**src/rtl/imm_extend_pipe.sv**
```systemverilog
// LEGv8 immediate-extraction stage: decode, extend, and buffer through a two-entry skid.
// Define IMM_EXTEND_BRANCH_SHIFT_EN to emit B/CB immediates as byte offsets (<<2).
module imm_extend_pipe #(
  parameter int DATA_WIDTH = 64,
  parameter int CNT_WIDTH  = 16
) (
  input  logic                  clk,
  input  logic                  reset,
  input  logic                  flush,
  input  logic                  in_valid,
  output logic                  in_ready,
  input  logic [31:0]           instr,
  output logic                  out_valid,
  input  logic                  out_ready,
  output logic [DATA_WIDTH-1:0] out_imm,
  output logic [2:0]            out_kind,
  output logic                  out_illegal,
  output logic [CNT_WIDTH-1:0]  illegal_count
);

  if (DATA_WIDTH < 32) begin : g_width_check
    $error("imm_extend_pipe: DATA_WIDTH must be at least 32");
  end

  localparam logic [2:0] KIND_NONE = 3'd0;
  localparam logic [2:0] KIND_R    = 3'd1;
  localparam logic [2:0] KIND_D    = 3'd2;
  localparam logic [2:0] KIND_CB   = 3'd3;
  localparam logic [2:0] KIND_B    = 3'd4;
  localparam logic [2:0] KIND_I    = 3'd5;

  logic [DATA_WIDTH-1:0] dec_imm;
  logic [2:0]            dec_kind;
  logic                  dec_illegal;

  logic                  main_valid, skid_valid;
  logic [DATA_WIDTH-1:0] main_imm, skid_imm;
  logic [2:0]            main_kind, skid_kind;
  logic                  main_illegal, skid_illegal;

  logic accept, issue;

  // First matching format wins; an unmatched opcode yields kind 0, imm 0.
  always_comb begin
    dec_imm     = '0;
    dec_kind    = KIND_NONE;
    dec_illegal = 1'b0;
    if (instr[31:26] == 6'b000101 || instr[31:26] == 6'b100101) begin
      dec_kind = KIND_B;
`ifdef IMM_EXTEND_BRANCH_SHIFT_EN
      dec_imm  = {{(DATA_WIDTH-28){instr[25]}}, instr[25:0], 2'b00};
`else
      dec_imm  = {{(DATA_WIDTH-26){instr[25]}}, instr[25:0]};
`endif
    end else if (instr[31:24] == 8'h54 || instr[31:24] == 8'hB4 || instr[31:24] == 8'hB5) begin
      dec_kind = KIND_CB;
`ifdef IMM_EXTEND_BRANCH_SHIFT_EN
      dec_imm  = {{(DATA_WIDTH-21){instr[23]}}, instr[23:5], 2'b00};
`else
      dec_imm  = {{(DATA_WIDTH-19){instr[23]}}, instr[23:5]};
`endif
    end else if (instr[31:22] == 10'b1001000100 || instr[31:22] == 10'b1101000100) begin
      dec_kind = KIND_I;
      dec_imm  = {{(DATA_WIDTH-12){1'b0}}, instr[21:10]};
    end else if (instr[31:21] == 11'b11111000010 || instr[31:21] == 11'b11111000000) begin
      dec_kind = KIND_D;
      dec_imm  = {{(DATA_WIDTH-9){instr[20]}}, instr[20:12]};
    end else if (instr[31:21] == 11'b11010011011 || instr[31:21] == 11'b11010011010) begin
      dec_kind = KIND_R;
      dec_imm  = {{(DATA_WIDTH-6){1'b0}}, instr[15:10]};
    end else begin
      dec_illegal = 1'b1;
    end
  end

  assign in_ready    = ~skid_valid;
  assign accept      = in_valid & in_ready & ~flush;
  assign issue       = main_valid & out_ready & ~flush;
  assign out_valid   = main_valid;
  assign out_imm     = main_imm;
  assign out_kind    = main_kind;
  assign out_illegal = main_illegal;

  // Skid can only be full when in_ready is low, so it never fills on the same edge it drains.
  always_ff @(posedge clk) begin
    if (reset) begin
      main_valid    <= 1'b0;
      skid_valid    <= 1'b0;
      main_imm      <= '0;
      main_kind     <= KIND_NONE;
      main_illegal  <= 1'b0;
      skid_imm      <= '0;
      skid_kind     <= KIND_NONE;
      skid_illegal  <= 1'b0;
      illegal_count <= '0;
    end else if (flush) begin
      main_valid <= 1'b0;
      skid_valid <= 1'b0;
    end else begin
      if (issue) begin
        if (skid_valid) begin
          main_imm     <= skid_imm;
          main_kind    <= skid_kind;
          main_illegal <= skid_illegal;
          skid_valid   <= 1'b0;
        end else if (accept) begin
          main_imm     <= dec_imm;
          main_kind    <= dec_kind;
          main_illegal <= dec_illegal;
        end else begin
          main_valid <= 1'b0;
        end
      end else if (accept) begin
        if (!main_valid) begin
          main_valid   <= 1'b1;
          main_imm     <= dec_imm;
          main_kind    <= dec_kind;
          main_illegal <= dec_illegal;
        end else begin
          skid_valid   <= 1'b1;
          skid_imm     <= dec_imm;
          skid_kind    <= dec_kind;
          skid_illegal <= dec_illegal;
        end
      end
      if (accept && dec_illegal && illegal_count != {CNT_WIDTH{1'b1}}) begin
        illegal_count <= illegal_count + CNT_WIDTH'(1);
      end
    end
  end

endmodule

```
**config.mk**
```make
export PLATFORM = sky130hd
export DESIGN_NAME = imm_extend_pipe
export DESIGN_NICKNAME = d
export VERILOG_FILES = /design/src/rtl/imm_extend_pipe.sv
export SDC_FILE = /design/constraint.sdc
export NUM_CORES = 1
export LEC_CHECK = 0
export ABC_AREA = 1
export BUFFER_PORTS_ARGS = -buffer_cell sky130_fd_sc_hd__buf_2
export CAP_MARGIN = 20
export CELL_PAD_IN_SITES_DETAIL_PLACEMENT = 0
export CELL_PAD_IN_SITES_GLOBAL_PLACEMENT = 1
export CORE_ASPECT_RATIO = 1.1
export CORE_UTILIZATION = 26
export CTS_CLUSTER_DIAMETER = 80
export CTS_CLUSTER_SIZE = 12
export DETAILED_ROUTE_END_ITERATION = 10
export PLACE_DENSITY_LB_ADDON = 0.1
export SLEW_MARGIN = 20
export SYNTH_ARGS = -nofsm -noshare
export SYNTH_HDL_FRONTEND = slang
export SYNTH_SLANG_ARGS = --single-unit
```
**constraint.sdc**
```tcl
create_clock -name clk -period 2.7 [get_ports clk]
set_input_delay 0.135 -clock clk [delete_from_list [all_inputs] [get_ports clk]]
set_output_delay 0.135 -clock clk [all_outputs]
set_load 0.01 [all_outputs]
```
==> results of run 1 <==
==> cell usage in the layout (no fill, tap or decap), drive strengths merged, types with 13 or more instances in the layout <==
cell type,netlist,layout
buf,46,132
nand2,117,117
nor2,87,87
dfxtp,78,78
a21oi,77,77
nand3,65,65
o21ai,61,61
inv,53,53
clkbuf,24,14
nor3,13,13
==> sequential cells by signal, summed over array words and instances, names as in the netlist <==
name,count
out_imm,26
skid_imm,26
illegal_count,16
out_kind,3
skid_kind,3
out_illegal,1
out_valid,1
skid_illegal,1
skid_valid,1
==> critical path, cell delays in order, from the launching register on <==
cell and delay [ps]:
dfxtp_1 330, nor3_1 240, inv_1 110, ha_1 190, a211oi_1 230, o21ai_2 100
inv_1 470, o21ai_0 180, a21oi_1 150
==> per-stage QoR <==
| stage | total power [mW] | setup WS (ps) | hold slack [ps] |
|---|---|---|---|
| final | 2.67 | 622 | 87.3 |
| after global placement | 1.46 | 693 | 436 |
| after global routing | 2.80 | 297 | 96.6 |
| after detailed placement | 1.46 | 612 | 438 |
| after floorplan | 1.37 | 1020 | 289 |
| after CTS | 2.73 | 572 | 71.0 |
==> worst paths after layout <==
| path | to | slack, ps | cells past startpoint |
|---|---|---|---|
| setup / recovery | out_imm[24] | 620 | 8 |
| hold / removal | skid_valid | 90 | 4 |
| setup reg to reg | out_imm[24] | 620 | 8 |
| hold reg to reg | out_imm[9] | 460 | 2 |
==> power groups by stage <==
stage          clock network (mW)  logic [mW]  registers (mW)
4_1_cts                      1.29       0.245            1.19
6_report                     1.24       0.239            1.19
5_1_grt                      1.34       0.268            1.19
3_3_place_gp                    0       0.242            1.22
3_5_place_dp                    0       0.244            1.22
2_1_floorplan                   0       0.151            1.22
==> cell type report <==
| type | count | area [um2] |
|---|---|---|
| Timing Repair Buffer | 132 | 686 |
| Multi-Input combinational cell | 459 | 2280 |
| Fill cell | 1845 | 11300 |
| Clock buffer | 14 | 294 |
| Tap cell | 204 | 255 |
| Sequential cell | 78 | 1560 |
| Clock inverter | 2 | 12.5 |
| Inverter | 55 | 206 |
==> cell families after synthesis <==
group	synth area share
AOI/OAI and AO/OA	0.182
xor gates and xnor gates	0.0255
adders and majority gates	0.00560
buffers and inverters	0.142
DFF	0.350
and+or+nand+nor	0.295
==> layer usage <==
metal | part of all wire | vias to the layer above | track usage | routed length, um
met1 | 0.46 | 1989 | 0.201 | 6370
met5 | 0 | - | 0 | 0
met3 | 0.039 | 11 | 0.0254 | 545
li1 | - | 2287 | - | -
met2 | 0.49 | 91 | 0.276 | 6810
met4 | 0.015 | 0 | 0.0583 | 208
==> run_results.csv, run 1 <==
group,metric,value,unit
floorplan,core,0.0166,mm2
clock_network,cts_tree,"done",
placed_design,placed_area,0.00498,mm2
cells_and_area,nNetsFinal,774,
detailed_routing,wl_per_cell,14.8,um
floorplan,die_x,127,um
placed_design,portBuffers,122,
placed_design,place_congestion,0.762,
clock_network,clkLatencyLatePin,340,ps
clock_network,cts.htree.levels,3,
yosys,syn_nets,701,
power_and_ir_drop,p_clk_frac,0.465,
global_routing,grt_pass1_vias,4145,
global_routing,grt_first_pass_wirelength,22000,um
critical_path,cp-startpoint,"skid_valid",
yosys,synth.avg_cell_area,6.75,um2
yosys,synth_top_area_frac,0.350,
floorplan,die_h,139,um
power_and_ir_drop,seqPwrFrac,0.446,
clock_network,numCtsBuffers,9,
global_routing,grt_overflow_total,0,
detailed_routing,first_pass_iters,5,
yosys,synth_common_cells,"109 x nand2_1, 82 x nor2_1, 78 x dfxtp_1, 76 x a21oi_1, 61 x nand3_1",
run_status,outcome,"finished clean",
worst_hold_path,hold_path.class,"input pin to flop",
clock_network,cts-root-buf,"clkbuf_16",
sta,setup_tns,0,ps
yosys,syn-cell-area,0.00447,mm2
flow_run,cap_violations,0,
cells_and_area,syn2layout_area_growth,18.5,%
clock_network,postCtsResizedCells,0,
sta,relSlewSlack,0.437,
yosys,async_reset_ff_frac,0,
yosys,synthTopCellsByArea,"dfxtp_1 35%, nand2_1 9.2%, a21oi_1 8.5%, nor2_1 6.9%, nand3_1 6.8%",
sta,fin_skew,4.89,ps
power_and_ir_drop,combPwrFrac,0.089,
sta,fmax,0.481,GHz
yosys,synth_enable_flop_cells,0,
worst_hold_path,hold_start,"out_ready",
detailed_routing,drtIter0Drc,213,
sta,min_period,2080,ps
clock_network,post_cts_buffers,0,
global_routing,grt_max_degree,48,
placed_design,place.detailed.hpwl,9830,um
cells_and_area,num_antenna_cells,0,
cells_and_area,fin_area,0.00529,mm2
power_and_ir_drop,internal-power,2.00,mW
clock_network,clk_path_buf_depth,2,
sta,tightest_slew,843,ps
power_and_ir_drop,max-vdd-ir-drop,0.269,mV
yosys,ys_warn_count,0,
global_routing,track_usage,0.160,
critical_path,cp_data_arrival_time,2340,ps
power_and_ir_drop,power.density,505,mW/mm2
detailed_routing,drc_errors,0,
power_and_ir_drop,p_sw_frac,0.250,
sta,finalHoldViolations,0,
detailed_routing,wl,13900,um
yosys,postSynthCellCount,662,
yosys,ys_ff_latch,78,
cells_and_area,drive_gt1_frac,0.246,
critical_path,crit_fanout,20,
cells_and_area,final_cells,944,
detailed_routing,viasPerCell,4.64,
critical_path,cp-start-kind,"flop",
yosys,synth_cell_types,36,
yosys,yosysMostFrequentCell,"nand2_1",
yosys,synth_top_area_cell,"dfxtp_1",
sta,rsz0062_at_grt,"false",
clock_network,cts_num_sinks,78,
detailed_routing,routed-via-count,4378,
global_routing,antenna_found_initial,0,
power_and_ir_drop,switching_power,0.668,mW
sta,finalMaxSlewViolations,0,
critical_path,critPathKind,"flop to flop",
placed_design,dp.cells,928,
floorplan,placementRows,49,
cells_and_area,fin_util,0.320,
floorplan,pin_count,123,
floorplan,dieArea,0.0177,mm2
detailed_routing,ant_nets,0,
clock_network,clk_pin_slew,60,ps
floorplan,initial_utilization,0.270,
power_and_ir_drop,p_leak,2.52,nW
critical_path,cp.required,2960,ps
yosys,synth_ff_type,"dfxtp_1",
sta,setup_viol,0,
clock_network,cts_hold_buf,0,
yosys,yosysSeqAreaShare,0.350,
critical_path,r2r_start,"skid_valid",
sta,finalCritPeriodShare,0.770,
critical_path,end_kind,"flop",
(Power assumes the default switching activity.)
==> inputs of run 2 (changes only) <==
--- a/config.mk
+++ b/config.mk
@@ -5,7 +5,7 @@
 export SDC_FILE = /design/constraint.sdc
 export NUM_CORES = 1
 export LEC_CHECK = 0
-export ABC_AREA = 1
+export ABC_AREA = 0
 export BUFFER_PORTS_ARGS = -buffer_cell sky130_fd_sc_hd__buf_2
 export CAP_MARGIN = 20
 export CELL_PAD_IN_SITES_DETAIL_PLACEMENT = 0
==> constraint.sdc (replaced) <==
create_clock -name clk -period 2.13 [get_ports clk]
set_input_delay 0.1065 -clock clk [delete_from_list [all_inputs] [get_ports clk]]
set_output_delay 0.1065 -clock clk [all_outputs]
set_load 0.01 [all_outputs]
==> run_results.csv, run 2 <==
group,metric,value,unit
critical_path,rr_endpoint,"illegal_count[5]",
global_routing,track_usage,0.175,
floorplan,die_h,138,um
critical_path,end_kind,"flop",
sta,min_period,2150,ps
global_routing,grt_overflow_total,0,
floorplan,dieArea,0.0173,mm2
sta,timing.final.ws_setup,-20.0,ps
critical_path,cp-startpoint,"skid_valid",
sta,rsz0062_at_grt,"true",
critical_path,cp-start-kind,"flop",
cells_and_area,num_antenna_cells,0,
placed_design,placed_area,0.00515,mm2
yosys,synth.avg_cell_area,8.10,um2
critical_path,r2r_setup_slack,-20,ps
placed_design,place.detailed.hpwl,10400,um
cells_and_area,layout_commonest_cell,"buf_2",
yosys,synth_top_area_cell,"dfxtp_1",
detailed_routing,viasPerCell,5.23,
worst_hold_path,hold_end,"skid_valid",
run_status,violations,"DRC, setup timing",
cells_and_area,nNetsFinal,675,
worst_hold_path,hold_path.class,"input pin to flop",
cells_and_area,fin_area,0.00562,mm2
power_and_ir_drop,power.density,622,mW/mm2
yosys,syn_nets,577,
detailed_routing,drc_errors,11,
cells_and_area,fin_util,0.343,
placed_design,place_congestion,0.755,
sta,fmax,0.465,GHz
sta,tightest_slew,765,ps
worst_hold_path,hold_start,"out_ready",
critical_path,cp_data_arrival_time,2420,ps
yosys,synth_cell_types,55,
clock_network,clk_path_buf_depth,2,
critical_path,cp.required,2400,ps
floorplan,placementRows,49,
clock_network,clk_pin_slew,60,ps
run_status,outcome,"finished, violations left",
global_routing,grt_first_pass_wirelength,22900,um
critical_path,r2r_start,"skid_valid",
sta,finalMaxSlewViolations,0,
clock_network,cts_num_sinks,78,
flow_run,cap_violations,0,
floorplan,initial_utilization,0.266,
detailed_routing,first_pass_iters,10,
detailed_routing,drtIter0Drc,297,
critical_path,critPathKind,"flop to flop",
power_and_ir_drop,p_leak,2.32,nW
yosys,ys_ff_latch,78,
sta,relSlewSlack,0.490,
yosys,synth_common_cells,"78 x dfxtp_1, 48 x nor2_1, 44 x a21oi_1, 40 x nand2_1, 38 x buf_4",
yosys,synth_enable_flop_cells,0,
global_routing,grt_pass1_vias,4163,
yosys,ys_warn_count,0,
sta,setup_tns,-30.8,ps
sta,finalHoldViolations,0,
detailed_routing,ant_nets,0,
critical_path,ff2ff_path_depth,7,
cells_and_area,final_cell_mix,"122 x buf_2, 77 x dfxtp_1, 48 x nor2_1",
cells_and_area,syn2layout_area_growth,28.9,%
global_routing,grt_max_degree,40,
sta,finalCritPeriodShare,1.01,
detailed_routing,wl_per_cell,17.8,um
clock_network,clkLatencyLatePin,350,ps
worst_hold_path,holdPathStages,2,
placed_design,portBuffers,122,
floorplan,die_x,125,um
clock_network,post_cts_buffers,0,
yosys,postSynthCellCount,538,
sta,setup_viol,2,
yosys,yosysMostFrequentCell,"dfxtp_1",
yosys,synth_top_area_frac,0.358,
clock_network,numCtsBuffers,9,
power_and_ir_drop,max-vdd-ir-drop,0.311,mV
yosys,async_reset_ff_frac,0,
clock_network,cts_tree,"done",
floorplan,pin_count,123,
clock_network,cts-root-buf,"clkbuf_16",
clock_network,cts.htree.levels,3,
yosys,syn-cell-area,0.00436,mm2
floorplan,core,0.0164,mm2
yosys,synthTopCellsByArea,"dfxtp_1 36%, buf_4 6.5%, a211oi_1 6.2%, a21oi_1 5.1%, nor2_1 4.1%",
critical_path,crit_fanout,7,
sta,fin_skew,7.70,ps
placed_design,pre_cts_ws,-73.9,ps
yosys,yosysSeqAreaShare,0.358,
global_routing,antenna_found_initial,0,
cells_and_area,drive_gt1_frac,0.331,
detailed_routing,wl,15100,um
detailed_routing,routed-via-count,4418,
yosys,synth_ff_type,"dfxtp_1",
[run 2: cell types whose count changed after synthesis, moves of 11 or more]
| cell | before | now |
|---|---|---|
| a211oi_1 | 1 | 36 |
| a21oi_1 | 76 | 44 |
| inv_1 | 45 | 15 |
| nand2_1 | 109 | 40 |
| nand3_1 | 61 | 10 |
| nor2_1 | 82 | 48 |
| nor3_1 | 11 | 27 |
| o21ai_0 | 51 | 15 |
| or3_1 | 0 | 11 |
[run 2: metrics by stage]
stage	hold slack, ps	instances	power [mW]
final	58.7	845	3.50
after global routing	75.6	845	3.64
after floorplan	184	538	1.74
after CTS	34.9	843	3.54
after global placement	345	825	1.89
after detailed placement	345	825	1.90
[run 2: how the worst max path moves through the flow]
stage / end / slack (ps)
floorplan: illegal_count[12] / 100
global placement: illegal_count[4] / -70
detailed placement: illegal_count[5] / -70
CTS: illegal_count[5] / 1
global route: illegal_count[7] / -80
finish: illegal_count[5] / -20
[run 2: cell families (layout without fill, tap and decap cells)]
group,after synthesis,after routing,share of synthesized area
adder cells (fa/ha/maj),2,2,0.00574
AO/OA/AOI/OAI,174,174,0.281
buffers and inverters,95,198,0.120
multiplexers,4,4,0.0129
AND/OR/NAND/NOR,185,185,0.222
flip-flops,78,78,0.358
[run 2: final cells by class]
type	instances	area (um2)
fillers	1732	10800
multi-input cells	365	2380
flip-flops and latches	78	1560
repair buffers	167	1060
clock buffers	13	260
well taps	204	255
inverters	15	56.3
clock inverters	3	42.5
[run 2: timing repair]
item,CTS,global route
endpoints found under the hold margin,2,0
setup endpoints to repair,10,26
gates resized for setup,2,20
cloned,1,1
pin swaps,0,15
hold buffers,1,0
[run 2: layer usage]
layer / up-vias / share of wire / global-route usage
li1: 2166 / - / -
met1: 2067 / 0.46 / 0.220
met2: 162 / 0.47 / 0.296
met3: 23 / 0.053 / 0.0280
met4: 0 / 0.019 / 0.0779
met5: - / 0 / 0
[run 2: where the power goes]
| part | switching (mW) | leakage (nW) | internal, mW |
|---|---|---|---|
| combinational | 0.229 | 1.54 | 0.155 |
| sequential | 0.0163 | 0.631 | 1.49 |
| clock | 0.639 | 0.146 | 0.972 |
[run 2: worst max-delay path, cell delays in order, from the launching register on]
cell and delay [ps]:
dfxtp_2 320, nor3b_2 140, buf_4 160, o21ai_2 50, or4_4 580, buf_12 180, or4_4 510, a21oi_2 120
==> inputs of run 3 (changes only) <==
==> constraint.sdc (replaced) <==
create_clock -name clk -period 2.1 [get_ports clk]
set_input_delay 0.105 -clock clk [delete_from_list [all_inputs] [get_ports clk]]
set_output_delay 0.105 -clock clk [all_outputs]
set_load 0.01 [all_outputs]
==> run_results.csv, run 3 (synthesis gave the netlist of run 2 again) <==
group,metric,value,unit
sta,relSlewSlack,0.468,
detailed_routing,drtIter0Drc,250,
critical_path,cp-start-kind,"flop",
sta,fmax,0.475,GHz
sta,tightest_slew,797,ps
critical_path,r2r_setup_slack,-6,ps
sta,timing.final.ws_setup,-5.80,ps
cells_and_area,fin_util,0.349,
worst_hold_path,hold_end,"skid_valid",
run_status,outcome,"finished, violations left",
floorplan,pin_count,123,
clock_network,cts-root-buf,"clkbuf_16",
cells_and_area,drive_gt1_frac,0.345,
global_routing,antenna_found_initial,0,
critical_path,ff2ff_path_depth,8,
cells_and_area,final_cell_mix,"123 x buf_2, 77 x dfxtp_1, 48 x nor2_1",
detailed_routing,first_pass_iters,7,
critical_path,cp_slowest_cell,"or4_4",
clock_network,numCtsBuffers,9,
cells_and_area,final_cells,850,
placed_design,placed_area,0.00520,mm2
critical_path,cp_data_arrival_time,2310,ps
cells_and_area,syn2layout_area_growth,30.9,%
placed_design,place_congestion,0.768,
clock_network,clkLatencyLatePin,350,ps
critical_path,cp_top_family,"simple AND/OR/NAND/NOR gates",
detailed_routing,viasPerCell,5.25,
cells_and_area,fillers,1719,
global_routing,grt_max_degree,40,
clock_network,cts_tree,"done",
critical_path,cpPeakStageDelay,550,ps
global_routing,grt_overflow_total,0,
placed_design,dp.cells,829,
power_and_ir_drop,power.density,635,mW/mm2
critical_path,crit_buf_inv,3,
floorplan,initial_utilization,0.266,
detailed_routing,drc_errors,13,
global_routing,grt_pass1_vias,4102,
global_routing,grt_first_pass_wirelength,23100,um
critical_path,critPathKind,"flop to flop",
detailed_routing,ant_nets,0,
critical_path,cp.required,2300,ps
sta,finalHoldViolations,0,
flow_run,cap_violations,0,
cells_and_area,layout_commonest_cell,"buf_2",
critical_path,end_kind,"flop",
detailed_routing,wl_per_cell,17.9,um
critical_path,crit_fanout,14,
cells_and_area,num_antenna_cells,0,
sta,min_period,2110,ps
global_routing,grt_use_met3,0.0225,
run_status,violations,"DRC, setup timing",
clock_network,cts.htree.levels,3,
worst_hold_path,hold_start,"out_ready",
clock_network,cts_num_sinks,78,
global_routing,busiest_layer,"met2",
sta,setup_viol,1,
clock_network,clk_path_buf_depth,2,
detailed_routing,routed-via-count,4460,
worst_hold_path,hold_path.class,"input pin to flop",
floorplan,die_h,138,um
placed_design,place.detailed.hpwl,10500,um
sta,finalCritPeriodShare,1.00,
cells_and_area,fin_area,0.00571,mm2
global_routing,use_met2,0.288,
detailed_routing,wl,15200,um
floorplan,placementRows,49,
power_and_ir_drop,p_leak,2.36,nW
sta,finalMaxSlewViolations,0,
critical_path,path_cells,"nor3b_2, buf_4, o21ai_2, or4_4, buf_6, clkbuf_16, o31ai_1, a21oi_2",
placed_design,portBuffers,122,
global_routing,track_usage,0.175,
floorplan,core,0.0164,mm2
sta,rsz0062_at_grt,"true",
clock_network,clk_pin_slew,60,ps
worst_hold_path,holdPathStages,2,
power_and_ir_drop,max-vdd-ir-drop,0.271,mV
floorplan,dieArea,0.0173,mm2
floorplan,die_x,125,um
cells_and_area,nNetsFinal,680,
critical_path,r2r_start,"skid_valid",
sta,fin_skew,3.40,ps
global_routing,met1_usage,0.229,
critical_path,rr_endpoint,"illegal_count[7]",
run 3: cell count changes in the layout (fill, tap and decap cells not counted), moves of 2 or more:
| cell | previous run | this run |
|---|---|---|
| buf_4 | 35 | 38 |
| clkbuf_8 | 2 | 0 |
| o31ai_1 | 9 | 6 |
| o31ai_2 | 0 | 3 |
run 3: worst register-to-register path: stages (launching register included):
cell	delay, ps
dfxtp_2	330
nor3b_2	140
buf_4	160
o21ai_2	50
or4_4	550
buf_6	160
clkbuf_16	160
o31ai_1	320
a21oi_2	90
run 3: worst max-delay path by stage:
| stage | depth (start not counted) | end | from |
|---|---|---|---|
| 6_report | 8 | illegal_count[7] | skid_valid |
| 5_1_grt | 8 | illegal_count[15] | skid_valid |
| 4_1_cts | 7 | illegal_count[5] | skid_valid |
| 3_5_place_dp | 7 | illegal_count[5] | instr[31] |
| 3_3_place_gp | 7 | illegal_count[15] | instr[31] |
| 2_1_floorplan | 7 | illegal_count[12] | skid_valid |
run 3: repair_timing:
item	in CTS	in global routing
setup buffers	0	1
hold buffers	1	0
gates resized for setup	3	24
endpoints found under the hold margin	2	0
endpoints found under the setup margin	14	31
pin swaps	0	22
cloned	0	2
run 3: metal layers:
layer	routed length [um]	up-vias
met5	0	-
met4	288	0
met3	594	18
met2	7240	134
met1	7110	2133
li1	-	2175
run 3: power by group:
group / total [mW] / switching, mW / internal (mW)
logic: 0.394 / 0.233 / 0.161
registers: 1.52 / 0.0167 / 1.51
clock network: 1.71 / 0.668 / 1.04
run 3: area by class of cell:
cell class / count / area [um2] / area share
Multi-Input combinational cell: 365 / 2400 / 0.421
Sequential cell: 78 / 1560 / 0.274
Timing Repair Buffer: 172 / 1110 / 0.195
Tap cell: 204 / 255 / 0.0447
Clock buffer: 10 / 229 / 0.0401
Clock inverter: 6 / 86.3 / 0.0151
Inverter: 15 / 56.3 / 0.00987
run 3: per-stage QoR:
stage / worst slack [ps] / hold slack [ps] / TNS (ps) / power [mW]
4_1_cts: 14.2 / 24.6 / 0 / 3.64
5_1_grt: -84.9 / 61.2 / -521 / 3.77
6_report: -5.80 / 71.6 / -5.80 / 3.63
3_3_place_gp: -80.0 / 341 / -575 / 1.92
2_1_floorplan: 68.4 / 183 / 0 / 1.77
3_5_place_dp: -105 / 354 / -790 / 1.93
